[src/rtl/cacheline_adapter.sv]
// ============================================================================
// cacheline_adapter - converts full-line DFP requests into fixed-length bursts
// Rev 1.0
// ============================================================================
`default_nettype none

module cacheline_adapter #(
    parameter int ADDR_WIDTH = 32,
    parameter int LINE_BITS  = 256,
    parameter int BEAT_BITS  = 64
) (
    input  logic                  clk,
    input  logic                  rst,
    input  logic [ADDR_WIDTH-1:0] dfp_addr,
    input  logic                  dfp_read,
    input  logic                  dfp_write,
    input  logic [LINE_BITS-1:0]  dfp_wdata,
    output logic [LINE_BITS-1:0]  dfp_rdata,
    output logic                  dfp_resp,
    output logic [ADDR_WIDTH-1:0] bmem_addr,
    output logic                  bmem_read,
    output logic                  bmem_write,
    output logic [BEAT_BITS-1:0]  bmem_wdata,
    input  logic                  bmem_ready,
    input  logic [BEAT_BITS-1:0]  bmem_rdata,
    input  logic                  bmem_rvalid
);

    localparam int BEATS    = LINE_BITS / BEAT_BITS;
    localparam int CNT_W    = (BEATS > 1) ? $clog2(BEATS) : 1;
    localparam int OFF_BITS = $clog2(LINE_BITS / 8);
    localparam logic [ADDR_WIDTH-1:0] ADDR_MASK = ~ADDR_WIDTH'((1 << OFF_BITS) - 1);
    localparam logic [CNT_W-1:0]      LAST_BEAT = CNT_W'(BEATS - 1);

    typedef enum logic [2:0] {
        S_IDLE       = 3'd0,
        S_RD_REQ     = 3'd1,
        S_RD_COLLECT = 3'd2,
        S_WR_BURST   = 3'd3,
        S_RESP       = 3'd4
    } state_t;

    state_t                 state_q, state_d;
    logic [CNT_W-1:0]       cnt_q, cnt_d;
    logic [ADDR_WIDTH-1:0]  addr_q, addr_d;
    logic [LINE_BITS-1:0]   wline_q, wline_d;
    logic [LINE_BITS-1:0]   rline_q, rline_d;

    always_comb begin
        state_d = state_q;
        cnt_d   = cnt_q;
        addr_d  = addr_q;
        wline_d = wline_q;
        rline_d = rline_q;
        case (state_q)
            S_IDLE: begin
                // Read has priority when both requests are raised together.
                if (dfp_read) begin
                    addr_d  = dfp_addr & ADDR_MASK;
                    cnt_d   = '0;
                    state_d = S_RD_REQ;
                end else if (dfp_write) begin
                    addr_d  = dfp_addr & ADDR_MASK;
                    wline_d = dfp_wdata;
                    cnt_d   = '0;
                    state_d = S_WR_BURST;
                end
            end
            S_RD_REQ: begin
                if (bmem_ready) state_d = S_RD_COLLECT;
            end
            S_RD_COLLECT: begin
                if (bmem_rvalid) begin
                    rline_d[int'(cnt_q)*BEAT_BITS +: BEAT_BITS] = bmem_rdata;
                    if (cnt_q == LAST_BEAT) state_d = S_RESP;
                    else                    cnt_d   = cnt_q + 1'b1;
                end
            end
            S_WR_BURST: begin
                if (bmem_ready) begin
                    if (cnt_q == LAST_BEAT) state_d = S_RESP;
                    else                    cnt_d   = cnt_q + 1'b1;
                end
            end
            S_RESP: begin
                state_d = S_IDLE;
            end
            default: begin
                state_d = S_IDLE;
            end
        endcase
    end

    always_ff @(posedge clk or negedge rst) begin
        if (!rst) begin
            state_q <= S_IDLE;
            cnt_q   <= '0;
            addr_q  <= '0;
            wline_q <= '0;
            rline_q <= '0;
        end else begin
            state_q <= state_d;
            cnt_q   <= cnt_d;
            addr_q  <= addr_d;
            wline_q <= wline_d;
            rline_q <= rline_d;
        end
    end

    assign dfp_rdata  = rline_q;
    assign dfp_resp   = (state_q == S_RESP);
    assign bmem_addr  = addr_q;
    assign bmem_read  = (state_q == S_RD_REQ);
    assign bmem_write = (state_q == S_WR_BURST);
    assign bmem_wdata = wline_q[int'(cnt_q)*BEAT_BITS +: BEAT_BITS];

endmodule

`default_nettype wire

[config.mk]
export PLATFORM = sky130hd
export DESIGN_NAME = cacheline_adapter
export DESIGN_NICKNAME = d
export VERILOG_FILES = /design/src/rtl/cacheline_adapter.sv
export SDC_FILE = /design/constraint.sdc
export NUM_CORES = 1
export LEC_CHECK = 0
export ABC_AREA = 1
export BUFFER_PORTS_ARGS = -buffer_cell sky130_fd_sc_hd__buf_2
export CAP_MARGIN = 20
export CELL_PAD_IN_SITES_DETAIL_PLACEMENT = 1
export CELL_PAD_IN_SITES_GLOBAL_PLACEMENT = 1
export CORE_AREA = 4 4 278 280
export CTS_CLUSTER_SIZE = 24
export DETAILED_ROUTE_END_ITERATION = 6
export DIE_AREA = 0 0 282 284
export PLACE_DENSITY_LB_ADDON = 0.2
export SYNTH_ARGS = -nofsm -noshare
export SYNTH_HDL_FRONTEND = slang
export SYNTH_SLANG_ARGS = --single-unit
[constraint.sdc]
create_clock -name clk -period 4.4 [get_ports clk]
set_input_delay 0.22 -clock clk [delete_from_list [all_inputs] [get_ports clk]]
set_output_delay 0.22 -clock clk [all_outputs]
set_load 0.03 [all_outputs]
==> run metrics <==
simple-gate area share of the yosys netlist between 10% and 20%; Yosys cell types 30; Slew headroom a little under a third; fin util between 40% and 50%; status finished, final reports clean; sequential power share about a third; num rows 100; vias in the first global route between 20,000 and 30,000; PnR worst setup slack between 1000 and 1500 ps; clock tree buffer depth 3; GRT overflow 0; # Max-Cap Violations 0; All-Layer GR Usage about a quarter; WHS Path Cells 4; fin nets between 4,000 and 5,000; worst reg-to-reg path cell count 8; Min-Delay Path Class input port to register; reg2reg setup slack 1330 ps; input/output buffers between 700 and 800; synth-to-layout area growth 40.2%; Die Ht about 280 um; Final min period about 3300 ps; post-place setup slack 1310 ps; clock latency on the worst-skew pair ~640 ps; Die Area roughly 0.08 sq mm; drt wl/cell about 22 um; crit start category register; final max-slew violation count 0; core area 0.0744 sq mm; CTS tree done; Starting Density about 32%; IO Pins between 700 and 800; xor/xnor share of the synthesized area 0%; initial antenna violation count 22; layout cells sized above 1 22.8%; Fin Setup TNS 0 ps; combinational power share 46.8%; Internal between 10 and 15 mW; ordered list of cells on the worst path inv_2 > buf_4 > o21ai_0 > o22ai_1 > buf_2; sequential area share after synthesis about 57%; critical path endpoint category primary output; Worst Setup EP bmem_wdata[43]; total number of vias 24,100; CP required 4180 ps; Pwr Total 25.7 mW; crit-path max FO slightly below 60; switch share between 40% and 50%; initial drt markers between 1,500 and 2,000; mux contribution to synthesized area 0%; Yosys top cell by area dfrtp_1; Pre-Repair DR Iteration Count 5; Synth Area in Compound Gates between 10% and 20%; Clock Skew 39.3 ps; Net Sw Power about 12 mW; CTS root buffer clkbuf_16; post-synthesis area per instance between 8 and 9 sq um; CTS clk-pin slew, worst paths 60 ps; clk sinks approximately 540; adder-cell share of the synthesized area less than 1%; Post-synth top flop dfrtp_1; DR vias/cell between 5 and 6; hpwl dp roughly 64,000 um; Synth Register Bits around 540; reg2reg start cnt_q[1]$_DFFE_PN0P_; Setup violations, final 0; Setup Crit Path Kind register to primary output; Placed Instances 4,267; Worst Tran Pin Value a little over 1000 ps; die width between 200 and 300 um; Post-synth EDFFs 0; first-pass GRT wire length around 160,000 um; Fmax roughly 300 MHz; Final Hold Viols 0; CTS resizes 0; RSZ-0062 raised after global routing false; maximum vdd ir drop ~0.00047 V; CP peak stage delay 710 ps; LEAKAGE 18.3 nW; Worst Path Arrival 3080 ps; ranking of synthesized cells by area dfrtp_1 (57%), o21ai_0 (12%), nand2_1 (9.0%); Antenna Violating Nets Remaining 0; commonest cells in the netlist nand2_1 (579), o21ai_0 (579), dfrtp_1 (544); largest family of logic cells by synthesized area simple AND/OR/NAND/NOR gates; highest-delay cell along the critical path buf_4; largest net degree at the start of global routing roughly 240; Synth async-reset ratio between 90% and 100%; Yosys Warn Count 0; Period Utilization, post-route roughly 75%; post-synth top area share a little under three fifths; Pwr per Cell Area around 760 mW/mm^2; Cell Area, Synth between 0.02 and 0.025 sq mm; reg-to-reg critical path endpoint dfp_rdata[148]$_DFFE_PN0P_; Final Non-Filler Cells approximately 4,800; htree depth 2; final WL just over 100,000 um; CP startpoint cnt_q[1]$_DFFE_PN0P_; post-synthesis instance total between 2,000 and 3,000; Clk pwr share between 20% and 30%; CTS Buf Count 61; Residual DRC 0; GP Congestion between 0.8 and 0.9
-- metrics by stage --
step	hold WS (ps)	area [sq um]
floorplan	-75.6	24100
global placement	316	28000
detailed placement	333	28000
CTS	31.8	33600
global route	110	33700
finish	76.6	33700
-- kinds of logic (layout without fill, tap and decap cells) --
| kind of cell | count (synthesis) | count (layout) |
|---|---|---|
| compound gates | 731 | 731 |
| simple gates | 998 | 998 |
| flops | 544 | 544 |
| buf+inv | 505 | 1480 |
| fa+ha+maj | 6 | 6 |
| other cells | 1 | 30 |
-- state kept, by name (all words and copies together), names as in the netlist --
| signal | count |
|---|---|
| state_q | 3 |
| bmem_addr | 27 |
| wline_q | 256 |
| dfp_rdata | 256 |
| cnt_q | 2 |
-- timing repair --
item / 4_1_cts / 5_1_grt
setup buffers: 0 / 0
hold buffers: 348 / 0
endpoints found under the hold margin: 612 / 0
endpoints found under the setup margin: 0 / 0
-- area by class of cell --
class / instances / area [sq um]
Multi-Input combinational cell: 1740 / 8250
Clock inverter: 15 / 179
Tap cell: 969 / 1210
Clock buffer: 101 / 1880
Timing Repair Buffer: 1089 / 7460
Sequential cell: 544 / 13600
Fill cell: 8792 / 40800
Inverter: 275 / 1040
Antenna cell: 25 / 62.6
-- cell usage in the layout (no fill, tap or decap), types with 2 or more instances in the layout --
cell	count
clkinv_2	8
nand3_1	158
clkinv_8	2
diode_2	25
inv_2	5
o211ai_1	2
clkbuf_16	61
nand2_1	579
clkbuf_1	20
clkbuf_8	20
nor3_1	3
dlygate4sd3_1	348
o21a_1	23
bufinv_16	3
nor2_1	139
dfrtp_1	542
conb_1	5
nand3_4	2
inv_1	267
nand4_1	106
nor3_4	2
nor2_8	3
buf_4	27
o22ai_1	64
ha_1	5
nor2_4	4
inv_4	2
o21ai_1	63
o21ai_0	579
buf_2	701
buf_12	11
-- power by group through the flow --
stage,combinational [mW],sequential (mW),clock (mW)
after floorplan,5.42,10.3,0
after global placement,11.5,8.33,0
after detailed placement,11.7,8.45,0
after CTS,12.0,8.37,5.36
after global routing,13.0,8.66,5.58
final,12.0,8.42,5.23
-- worst max-delay path: cells and delay by family, from the launching register on --
family / cells / cell delay (ps)
AOI/OAI and AO/OA: 2 / 580
buffers and inverters: 3 / 1280
DFF: 1 / 530
-- worst min-delay path by stage --
stage / startpoint / endpoint / slack (ps)
global route: bmem_ready / state_q[1]$_DFFE_PN0P_ / 110
floorplan: rst / bmem_addr[10]$_DFFE_PN0P_ / -80
CTS: bmem_ready / state_q[1]$_DFFE_PN0P_ / 30
detailed placement: rst / dfp_rdata[25]$_DFFE_PN0P_ / 330
finish: bmem_rvalid / state_q[1]$_DFFE_PN0P_ / 80
global placement: rst / dfp_rdata[25]$_DFFE_PN0P_ / 320
-- layer usage --
metal  GRT usage, %  up-vias  wire length [um]  share of wire (%)
li1               -    11000                 -                  -
met1           29.9    12000             40200                 39
met2           42.8      841             51000                 49
met3           5.62      236              6860                6.7
met4           12.0        2              5170                5.0
met5              0        -                13              0.013
Note: power is estimated with default switching activity, not from simulation.
